File: src/rtl/ctrl_pkg.sv
// ctrl_pkg: shared encodings for the multi-cycle control unit
package ctrl_pkg;
    typedef enum logic [2:0] {
        FETCH  = 3'd0,
        DECODE = 3'd1,
        EXEC   = 3'd2,
        MEM    = 3'd3,
        WB     = 3'd4,
        HALT   = 3'd5
    } state_t;
    typedef enum logic [1:0] {SEL_HOLD, SEL_INC, SEL_BRANCH, SEL_JUMP} pc_sel_t;
    localparam logic [2:0] CLS_RALU   = 3'b000;
    localparam logic [2:0] CLS_IALU   = 3'b001;
    localparam logic [2:0] CLS_LOAD   = 3'b010;
    localparam logic [2:0] CLS_STORE  = 3'b011;
    localparam logic [2:0] CLS_BRANCH = 3'b100;
    localparam logic [2:0] CLS_JUMP   = 3'b101;
    localparam logic [5:0] OP_HALT    = 6'h3F;
    localparam logic [2:0] ALU_ADD    = 3'b000;
    localparam int FLAG_ZERO  = 0;
    localparam int FLAG_SIGN  = 1;
    localparam int FLAG_CARRY = 2;
endpackage

File: src/rtl/next_pc_calc.sv
// next_pc_calc: combinational next-PC selection (hold, +1, branch, absolute jump)
module next_pc_calc
    import ctrl_pkg::*;
#(
    parameter int ADDR_W = 32
) (
    input  logic [ADDR_W-1:0] pc_in,
    input  logic [15:0]       branch_offset,
    input  logic [25:0]       jump_target,
    input  pc_sel_t           select,
    output logic [ADDR_W-1:0] next_address
);
    // branch offset is signed and counted in instructions; jump target is zero-extended
    always_comb
        next_address = select == SEL_INC    ? pc_in + ADDR_W'(1) :
                       select == SEL_BRANCH ? pc_in + ADDR_W'($signed(branch_offset)) :
                       select == SEL_JUMP   ? ADDR_W'(jump_target) : pc_in;
endmodule

File: src/rtl/multicycle_control_unit.sv
// multicycle_control_unit: multi-cycle instruction FSM driving datapath strobes and next PC (optional CTRL_ILLEGAL_TRAP_EN)
module multicycle_control_unit
    import ctrl_pkg::*;
#(
    parameter int              ADDR_W       = 32,
    parameter logic [ADDR_W-1:0] RESET_VECTOR = '0
) (
    input  logic              clk,
    input  logic              reset,
    input  logic [5:0]        opcode,
    input  logic [2:0]        flags,
    input  logic [ADDR_W-1:0] pc_in,
    input  logic [15:0]       branch_offset,
    input  logic [25:0]       jump_target,
    output logic              RegWrite,
    output logic              MemRead,
    output logic              MemWrite,
    output logic              MemtoReg,
    output logic              DataPCSel,
    output logic              RegSelect,
    output logic [2:0]        ALUop,
    output logic [1:0]        ALUinSel,
    output logic [ADDR_W-1:0] next_address,
    output logic              pc_write,
    output logic              halted,
`ifdef CTRL_ILLEGAL_TRAP_EN
    output logic              illegal,
`endif
    output logic [2:0]        state_o
);
`ifdef CTRL_ILLEGAL_TRAP_EN
    localparam bit TRAP = 1'b1;
`else
    localparam bit TRAP = 1'b0;
`endif
    state_t            state, nxt;
    pc_sel_t           sel;
    logic [5:0]        ir;
    logic [2:0]        flags_q, cls;
    logic              taken, undef, final_st, active;
    logic [ADDR_W-1:0] calc_addr;

    assign cls   = ir[5:3];
    assign undef = cls == 3'b110 || (cls == 3'b111 && ir != OP_HALT);
    assign taken = cls == CLS_BRANCH && (ir[1:0] == 2'd0 ? flags_q[FLAG_ZERO] :
                                         ir[1:0] == 2'd1 ? !flags_q[FLAG_ZERO] :
                                         ir[1:0] == 2'd2 ? flags_q[FLAG_SIGN] : flags_q[FLAG_CARRY]);

    // state, instruction and ALU-flag registers; ir is captured as FETCH ends so DECODE already sees it
    always_ff @(posedge clk) begin
        if (!reset) begin
            state   <= FETCH;
            ir      <= '0;
            flags_q <= '0;
        end else begin
            state <= nxt;
            if (state == FETCH) ir <= opcode;
            if (state == EXEC && cls <= CLS_IALU) flags_q <= flags;
        end
    end

`ifdef CTRL_ILLEGAL_TRAP_EN
    // sticky illegal-opcode indication, cleared only by reset
    always_ff @(posedge clk) begin
        if (!reset) illegal <= 1'b0;
        else if (state == EXEC && undef) illegal <= 1'b1;
    end
`endif

    // next-state: the path length depends on the opcode class
    always_comb begin
        nxt = FETCH;
        case (state)
            FETCH:  nxt = DECODE;
            DECODE: nxt = EXEC;
            EXEC:   nxt = ir == OP_HALT || (TRAP && undef)             ? HALT :
                          cls <= CLS_IALU || (cls == CLS_JUMP && ir[0]) ? WB :
                          cls == CLS_LOAD || cls == CLS_STORE          ? MEM : FETCH;
            MEM:    nxt = cls == CLS_LOAD ? WB : FETCH;
            WB:     nxt = FETCH;
            HALT:   nxt = HALT;
            default: nxt = FETCH;
        endcase
    end

    // strobes and next address; everything is forced idle while reset is low
    always_comb begin
        active       = reset && (state == DECODE || state == EXEC || state == MEM || state == WB);
        final_st     = state != FETCH && state != HALT && nxt == FETCH;
        sel          = !final_st ? SEL_HOLD : taken ? SEL_BRANCH : cls == CLS_JUMP ? SEL_JUMP : SEL_INC;
        pc_write     = reset && final_st;
        next_address = reset ? calc_addr : RESET_VECTOR;
        ALUop        = !active ? 3'b000 : cls <= CLS_IALU ? ir[2:0] : ALU_ADD;
        ALUinSel     = active && (cls == CLS_IALU || cls == CLS_LOAD || cls == CLS_STORE) ? 2'b01 : 2'b00;
        RegWrite     = reset && state == WB;
        MemRead      = reset && state == MEM && cls == CLS_LOAD;
        MemWrite     = reset && state == MEM && cls == CLS_STORE;
        MemtoReg     = reset && (state == MEM || state == WB) && cls == CLS_LOAD;
        DataPCSel    = reset && state == WB && cls == CLS_JUMP;
        RegSelect    = reset && state == WB && cls == CLS_JUMP;
        halted       = reset && state == HALT;
        state_o      = state;
    end

    next_pc_calc #(.ADDR_W(ADDR_W)) u_next_pc (
        .pc_in        (pc_in),
        .branch_offset(branch_offset),
        .jump_target  (jump_target),
        .select       (sel),
        .next_address (calc_addr)
    );
endmodule

File: config.mk
export PLATFORM = sky130hd
export DESIGN_NAME = multicycle_control_unit
export DESIGN_NICKNAME = d
export VERILOG_FILES = /design/src/rtl/ctrl_pkg.sv /design/src/rtl/next_pc_calc.sv /design/src/rtl/multicycle_control_unit.sv
export SDC_FILE = /design/constraint.sdc
export NUM_CORES = 1
export LEC_CHECK = 0
export BUFFER_PORTS_ARGS = -buffer_cell sky130_fd_sc_hd__buf_2
export CAP_MARGIN = 20
export CORE_ASPECT_RATIO = 1.2
export CORE_MARGIN = 10
export CORE_UTILIZATION = 39
export DETAILED_ROUTE_END_ITERATION = 10
export PLACE_DENSITY_LB_ADDON = 0.05
export REMOVE_ABC_BUFFERS = 1
export SYNTH_ARGS = -nofsm -noshare
export SYNTH_HDL_FRONTEND = slang
export SYNTH_SLANG_ARGS = --single-unit
File: constraint.sdc
create_clock -name clk -period 3.7 [get_ports clk]
set_input_delay 0.74 -clock clk [delete_from_list [all_inputs] [get_ports clk]]
set_output_delay 0.74 -clock clk [all_outputs]
set_load 0.005 [all_outputs]
Word level (Yosys, flattened, before mapping)
Index checks and enable logic that the tools add are counted.
{ "word_totals": {"input_bits": 85, "regBits": 12, "elab_cells": 70, "output_inout_bits": 48} }
{ "classes": {"eq_ne": 17, "addsub": 2, "reduce_logical": 29, "magnitude_cmp": 1, "muxes": 18} }
{ "op_table": {"columns": ["cell", "count"], "rows": [
  ["32-bit 2-to-1 mux", 4],
  ["32-bit by 1-bit adder with 32-bit output (second input constant)", 1],
  ["32-bit adder", 1],
  ["1-bit logical AND", 16],
  ["3-bit 2-to-1 mux", 5],
  ["3-bit case mux with 5 select lines", 1],
  ["3-bit by 2-bit == test with 1-bit output (second input constant)", 4],
  ["3-bit == test (second input constant)", 4],
  ["1-bit logical OR", 8],
  ["2-bit 2-to-1 mux", 4],
  ["2-bit == test (second input constant)", 3],
  ["3-bit by 1-bit == test with 1-bit output (second input constant)", 2],
  ["6-bit == test (second input constant)", 1],
  ["3-bit zero test", 2],
  ["2-bit by 1-bit == test with 1-bit output (second input constant)", 2],
  ["1-bit 2-to-1 mux", 4],
  ["3-bit by 1-bit <= comparator with 1-bit output (second input constant)", 1],
  ["3-bit != test (second input constant)", 1],
  ["3-bit nonzero test", 1],
  ["2-bit zero test", 1],
  ["1-bit zero test", 1]
]} }

Logic depth before layout (Yosys ltp)
Gate-level depths: netlist of the first run.
{ "logic_depth": {"ltp_word": 14, "ltp_mapped": 11, "depth_no_buf": 10} }

By module
From an unflattened synthesis of the first run, not the netlist that was laid out.
{ "hier_totals": {"hier_cells": 544, "hier_area_um2": 3663.5} }
{ "by_module_without_submodules": {"columns": ["module", "cells_each", "instances", "area_each_um2", "seq_area_each_um2"], "rows": [
  ["next_pc_calc", 413, 1, 2720.1, 0.0],
  ["multicycle_control_unit", 131, 1, 943.4, 240.2]
]} }

Worst setup path after synthesis of the first run
No wires, ideal clock.
{ "synth_timing": {"kind": "input -> output", "start": "in pc_in[0]", "end": "out next_address[28]", "required_time_ps": 2960, "arrival_time_ps": 2883, "cell_stages": 10, "path_buffers": 0, "path_slack_ps": 77, "path_cell_list": "ha_1 -> fa_1 -> a211oi_1 -> nor2_1 -> o221ai_1 -> a21oi_2 -> a41o_1 -> a211oi_1 -> xor2_1 -> a211oi_1"} }
{ "synth_between": {"elab_chain_len": 4, "word_cells_on_any_way": 5, "classes_between": "add/sub (2); mux (3)"} }
{ "synth_lines": {"columns": ["item", "line_no", "rtl"], "rows": [
  ["start: declaration", "multicycle_control_unit.sv:12", "input logic [ADDR_W-1:0] pc_in,"],
  ["32-bit adder", "next_pc_calc.sv:16", "select == SEL_BRANCH ? pc_in + ADDR_W'($signed(branch_offset)) :"],
  ["32-bit 2-to-1 mux", "next_pc_calc.sv:16", null],
  ["32-bit 2-to-1 mux (*)", "next_pc_calc.sv:15", "next_address = select == SEL_INC ? pc_in + ADDR_W'(1) :"],
  ["32-bit 2-to-1 mux (*)", "multicycle_control_unit.sv:92", "next_address = reset ? calc_addr : RESET_VECTOR;"],
  ["end: declaration", "multicycle_control_unit.sv:23", "output logic [ADDR_W-1:0] next_address,"]
]} }
Every way passes the cells marked *; elsewhere a longest branch is shown, timed or not.

Final worst setup path of the first run
{ "layout_timing": {"start": "in branch_offset[0]", "end": "out next_address[18]"} }
{ "layout_between": {"elab_chain_len": 4} }
{ "layout_lines": {"columns": ["item", "line_no", "rtl"], "rows": [
  ["start: declaration", "multicycle_control_unit.sv:13", "input logic [15:0] branch_offset,"],
  ["32-bit adder", "next_pc_calc.sv:16", null],
  ["32-bit 2-to-1 mux", "next_pc_calc.sv:16", null],
  ["32-bit 2-to-1 mux", "next_pc_calc.sv:15", null],
  ["32-bit 2-to-1 mux", "multicycle_control_unit.sv:92", null]
]} }
Every way passes these cells.

==> results of run 1 <==
-- placed cells by master (no fill, tap or decap), types with 8 or more instances in the layout --
| cell type | count |
|---|---|
| buf_2 | 127 |
| buf_4 | 103 |
| nor2_1 | 57 |
| nand2_1 | 57 |
| a21oi_1 | 44 |
| o21ai_0 | 40 |
| nand3_1 | 24 |
| ha_1 | 21 |
| a21o_1 | 20 |
| xnor2_1 | 18 |
| xor2_1 | 16 |
| inv_1 | 15 |
| and3_1 | 13 |
| dfxtp_1 | 12 |
| nand4_1 | 11 |
| o221ai_1 | 9 |
| ha_4 | 9 |
| nor3_1 | 8 |
| nand2b_1 | 8 |
| a211oi_2 | 8 |
| o21ai_1 | 8 |
| o211ai_1 | 8 |
| mux2i_1 | 8 |
-- cell families after synthesis --
| family | synth area share (%) |
|---|---|
| AOI/OAI and AO/OA | 38.2 |
| xor gates and xnor gates | 7.91 |
| adders and majority gates | 10.9 |
| buffers and inverters | 5.97 |
| DFF | 6.20 |
| muxes | 2.62 |
| other | 0.0968 |
| and+or+nand+nor | 28.2 |
-- metal layers --
layer | GRT usage, % | routed length [µm] | share of wire [%] | vias up
li1 | - | - | - | 2612
met1 | 25.7 | 7110 | 42 | 2455
met2 | 38.4 | 8160 | 49 | 213
met3 | 3.60 | 1090 | 6.5 | 37
met4 | 8.21 | 460 | 2.7 | 0
met5 | 0 | 0 | 0 | -
-- worst max-delay path, delay by kind of cell --
family | cells | cell delay [ns]
adder cells (fa/ha/maj) | 2 | 0.50
buffers and inverters | 3 | 0.41
AND/OR/NAND/NOR | 1 | 0.07
AO/OA/AOI/OAI | 6 | 1.19
multiplexers | 1 | 0.17
-- timing repair --
item | in CTS | in global routing
pin swaps | 24 | 35
endpoints found under the setup margin | 22 | 28
buffers inserted | 2 | 5
gates resized for setup | 28 | 55
-- power by group --
group	internal [mW]	switching, mW
combinational	0.436	0.532
clock	0.163	0.0576
sequential	0.143	0.0218
total	0.742	0.611
-- sequential cells by signal, summed over array words and instances, names as in the netlist --
name,flops
flags_q,3
ir,6
state_o,3
-- stage by stage --
stage	hold WS (ns)	utilization, %
floorplan	0.454	-
global placement	0.469	54.8
detailed placement	0.490	54.8
CTS	0.500	57.2
global route	0.564	60.2
finish	0.500	60.2
-- worst max-delay path by stage --
stage / depth (start not counted) / endpoint
after floorplan: 10 / next_address[28]
after CTS: 13 / next_address[18]
after detailed placement: 12 / next_address[30]
after global routing: 13 / next_address[18]
after global placement: 12 / next_address[30]
final: 13 / next_address[18]
-- final cells by class --
cell class / instances / area share [%]
clock buffers: 4 / 1.54
inverters: 15 / 0.973
well taps: 123 / 2.66
multi-input cells: 523 / 64.6
flip-flops and latches: 12 / 4.15
repair buffers: 238 / 26.1
==> flow_metrics.tcl, run 1 <==
set metrics [dict create \
    status "finished with violations" \
    violations "setup timing" \
    drt_iter0_drc 287 \
    yosysUniqueCellTypes 73 \
    yosys_register_bits 12 \
    arrival_ns 3.08 \
    r2r_slack_ns 2.10 \
    antenna_cells 0 \
    period_needed_ns 3.82 \
    multi_input_comb_area_mm2 0.00374 \
    dr.pass1.iters 5 \
    route.detailed.drc 0 \
    crit_slowest_cell "fa_2" \
    endpoint_kind "primary output" \
    fmax_mhz 262 \
    rr_worst_depth 4 \
    max_slew_margin_pct 43.0 \
    initial_core_util_pct 40.3 \
    dp_hpwl_um 13200 \
    crit_chain "buf_8 -> ha_4 -> fa_2 -> a211oi_2 -> nor2_2 -> o221ai_2 -> a21oi_2 -> buf_4 -> a21o_1 -> a21o_1 -> mux2i_2 -> a211oi_2 -> buf_2" \
    yosysMostFrequentCell "nor2_1" \
    antenna_found_initial 0 \
    yosys.area.top_type "ha_1" \
    design_area_mm2 0.00579 \
    crit-reg2reg-launch "state_o[1]$_SDFF_PN0_" \
    dp.cells 905 \
    vias_per_cell 5.81 \
    postRouteAntennaNets 0 \
    overflow 0 \
    vias 5317 \
    syn_to_final_growth_pct 49.4 \
    synth_edf_count 0 \
    cpPeakStageDelay_ns 0.35 \
    die_w_um 111 \
    synth_top_area_share_pct 10.3 \
    worstPathRequired_ns 2.96 \
    crit_start "branch_offset[0]" \
    drv_cap 0 \
    clk_pin_slew_ns 0.04 \
    hold_path.class "register to register" \
    port_buffers 131 \
    hold_depth 2 \
    setup_ws_ns -0.121 \
    cts_inserted_buffers 3 \
    nets 911 \
    start_kind "input pin" \
    synth_top_cells_by_area "ha_1 10%, a21oi_1 6.7%, o21ai_0 6.5%" \
    wirelength_um 16800 \
    tns_ns -0.390 \
    fillers 933 \
    cts_tree "built" \
    holdPathEnd "flags_q[0]$_SDFFE_PN0P_" \
    regArea_um2 240 \
    cts_hold_buf 0 \
    htreeDepth 1 \
    synthArstFlopShare_pct 0 \
    yosysSeqAreaShare_pct 6.20 \
    yosys_warnings 0 \
    grt_max_degree 33 \
    fin_cells 915 \
    final_hold_viol_count 0 \
    drive_gt1_share_pct 39.4 \
    gp_congestion 0.943 \
    cts_sinks 12 \
    pin_count 133 \
    r2r_end "flags_q[2]$_SDFFE_PN0P_" \
    netlist_area_mm2 0.00387 \
    core_mm2 0.00961 \
    worst_slew_pin_slew_ns 0.853 \
    track_usage_pct 21.7 \
    rsz0062_at_grt "true" \
    power_per_cell_area_mw_per_mm2 234 \
    period_share_pct 103 \
    pre_cts_slack_ns -0.445 \
    die_h_um 129 \
    synth_flop_cell "dfxtp_1" \
    insertion_delay_ns 0.24 \
    grt_pass1_vias 5416 \
    rows 39 \
    syn_inst 585 \
    hp-start "flags_q[0]$_SDFFE_PN0P_" \
    root_buffer "clkbuf_16" \
    crit_fanout 3 \
    post_drt_wl_per_cell_um 18.4 \
    worst-setup-path-type "input pin to primary output" \
    grt_pass1_wl_um 26600 \
    synth.avg_cell_area_um2 6.62 \
    slew_violations 0 \
    cts_max_path_buffers 2 \
    setup_viol 6 \
    place_area_mm2 0.00527 \
    power_mw 1.35 \
    p_leak_nw 2.64 \
    die-area_mm2 0.0143 \
    synth_common_cells "62 x nor2_1, 57 x nand2_1, 52 x a21oi_1, 50 x o21ai_0, 32 x ha_1" \
    clock_skew_ns 0.00171 \
    max-vdd-ir-drop_v 0.000321 \
]
(Power assumes the default switching activity.)
==> run 2, diff against run 1 <==
==> constraint.sdc (replaced) <==
create_clock -name clk -period 3.7 [get_ports clk]
set_input_delay 0.555 -clock clk [delete_from_list [all_inputs] [get_ports clk]]
set_output_delay 0.555 -clock clk [all_outputs]
set_load 0.005 [all_outputs]
==> flow_metrics.tcl, run 2 (synthesis gave the netlist of run 1 again) <==
set metrics [dict create \
    status "finished clean" \
    antenna_found_initial 0 \
    grt_pass1_vias 4993 \
    clk_pin_slew_ns 0.04 \
    largest-register "ir" \
    use_met3_pct 2.82 \
    grt_use_met2_pct 37.7 \
    drv_cap 0 \
    postRouteAntennaNets 0 \
    route.detailed.drc 0 \
    htreeDepth 1 \
    cts_max_path_buffers 2 \
    cpPeakStageDelay_ns 0.65 \
    period_needed_ns 3.55 \
    r2r_slack_ns 2.16 \
    layout_commonest_cell "buf_2" \
    initial_core_util_pct 40.3 \
    fin_cells 839 \
    port_buffers 131 \
    final_hold_viol_count 0 \
    dp_hpwl_um 12800 \
    gp_congestion 0.928 \
    insertion_delay_ns 0.24 \
    busiest_layer "met2" \
    arrival_ns 3.00 \
    final_cell_mix "131 x buf_2, 62 x nor2_1, 57 x nand2_1, 52 x a21oi_1, 50 x o21ai_0" \
    antenna_cells 0 \
    worstPathRequired_ns 3.14 \
    post_drt_wl_per_cell_um 18.9 \
    endpoint_kind "primary output" \
    syn_to_final_growth_pct 25.5 \
    critPathBufInv 2 \
    overflow 0 \
    rows 39 \
    wirelength_um 15800 \
    vias 4943 \
    cts_hold_buf 0 \
    worst-setup-path-type "register to primary output" \
    die_h_um 129 \
    regArea_um2 240 \
    cts_tree "built" \
    drt_iter0_drc 234 \
    vias_per_cell 5.89 \
    cts_inserted_buffers 3 \
    dr.pass1.iters 5 \
    setup_viol 0 \
    crit_slowest_cell "nor2_1" \
    track_usage_pct 20.7 \
    worst_slew_pin_slew_ns 0.796 \
    fillers 1024 \
    cpLargestDelayFamily "simple AND/OR/NAND/NOR gates" \
    multi_input_comb_area_mm2 0.00343 \
    grt_max_degree 26 \
    cts_sinks 12 \
    nets 835 \
    power_per_cell_area_mw_per_mm2 244 \
    grt_use_met1_pct 25.4 \
    die_w_um 111 \
    crit_top_cell "a21oi_1" \
    crit_chain "nand2b_1 -> o21ai_0 -> a21oi_1 -> o21ai_2 -> nor2_1 -> buf_4 -> nand2_1 -> a21oi_1 -> buf_2" \
    pin_count 133 \
    core_mm2 0.00961 \
    start_kind "register" \
    hold_path.class "register to register" \
    max-vdd-ir-drop_v 0.000294 \
    tns_ns 0 \
    grt_pass1_wl_um 25200 \
    drive_gt1_share_pct 26.7 \
    fmax_mhz 282 \
    max_slew_margin_pct 46.8 \
    largest_register_ffs 6 \
    p_leak_nw 2.23 \
    post-cts-setup-buffer-count 0 \
    die-area_mm2 0.0143 \
    clock_skew_ns 0.00362 \
    slew_violations 0 \
    dp.cells 835 \
    period_share_pct 96.0 \
    crit_fanout 15 \
    timing.hold.ws_ns 0.489 \
    root_buffer "clkbuf_16" \
]
run 2: cell count changes in the layout (fill, tap and decap cells not counted), sizes merged:
cell,previous run,this run
buf,238,162
run 2: final cells by class:
class | instances | share of cell area (%)
timing repair buffer | 162 | 18.3
clock buffer | 4 | 1.83
tap | 123 | 3.17
multi-input combinational | 523 | 70.6
sequential | 12 | 4.94
inverter | 15 | 1.16
run 2: worst register-to-register path: stages (launching register included):
cell      delay (ns)
dfxtp_1         0.47
nand2b_1        0.16
or4_1           0.54
mux2i_1         0.20
nor2_1          0.06
run 2: worst paths after layout:
check	start	end	cells past startpoint
max	state_o[2]$_SDFF_PN0_	next_address[10]	9
min	flags_q[2]$_SDFFE_PN0P_	flags_q[2]$_SDFFE_PN0P_	2
max reg2reg	state_o[1]$_SDFF_PN0_	flags_q[1]$_SDFFE_PN0P_	4
min reg2reg	flags_q[2]$_SDFFE_PN0P_	flags_q[2]$_SDFFE_PN0P_	2
run 2: stage by stage:
step	util, %	instance area [µm²]	total power, mW	setup slack, ns
floorplan	-	3700	0.633	0.447
global placement	49.3	4740	0.943	-0.00138
detailed placement	49.3	4740	0.949	-0.0383
CTS	50.3	4840	1.18	0.0235
global route	50.6	4860	1.28	-0.0315
finish	50.6	4860	1.18	0.149
run 2: routing by layer:
metal | share of wire [%] | vias up
met3 | 5.3 | 16
met5 | 0 | -
met1 | 44 | 2285
li1 | - | 2472
met2 | 49 | 170
met4 | 1.4 | 0
run 2: timing repair:
action / CTS / global route
gates resized for setup: 1 / 6
pin swaps: 0 / 1
endpoints found under the setup margin: 1 / 18
run 2: power breakdown:
part           switching [mW]  internal [mW]
Combinational           0.477          0.323
Sequential             0.0226          0.143
Clock                  0.0556          0.163
Total                   0.555          0.629
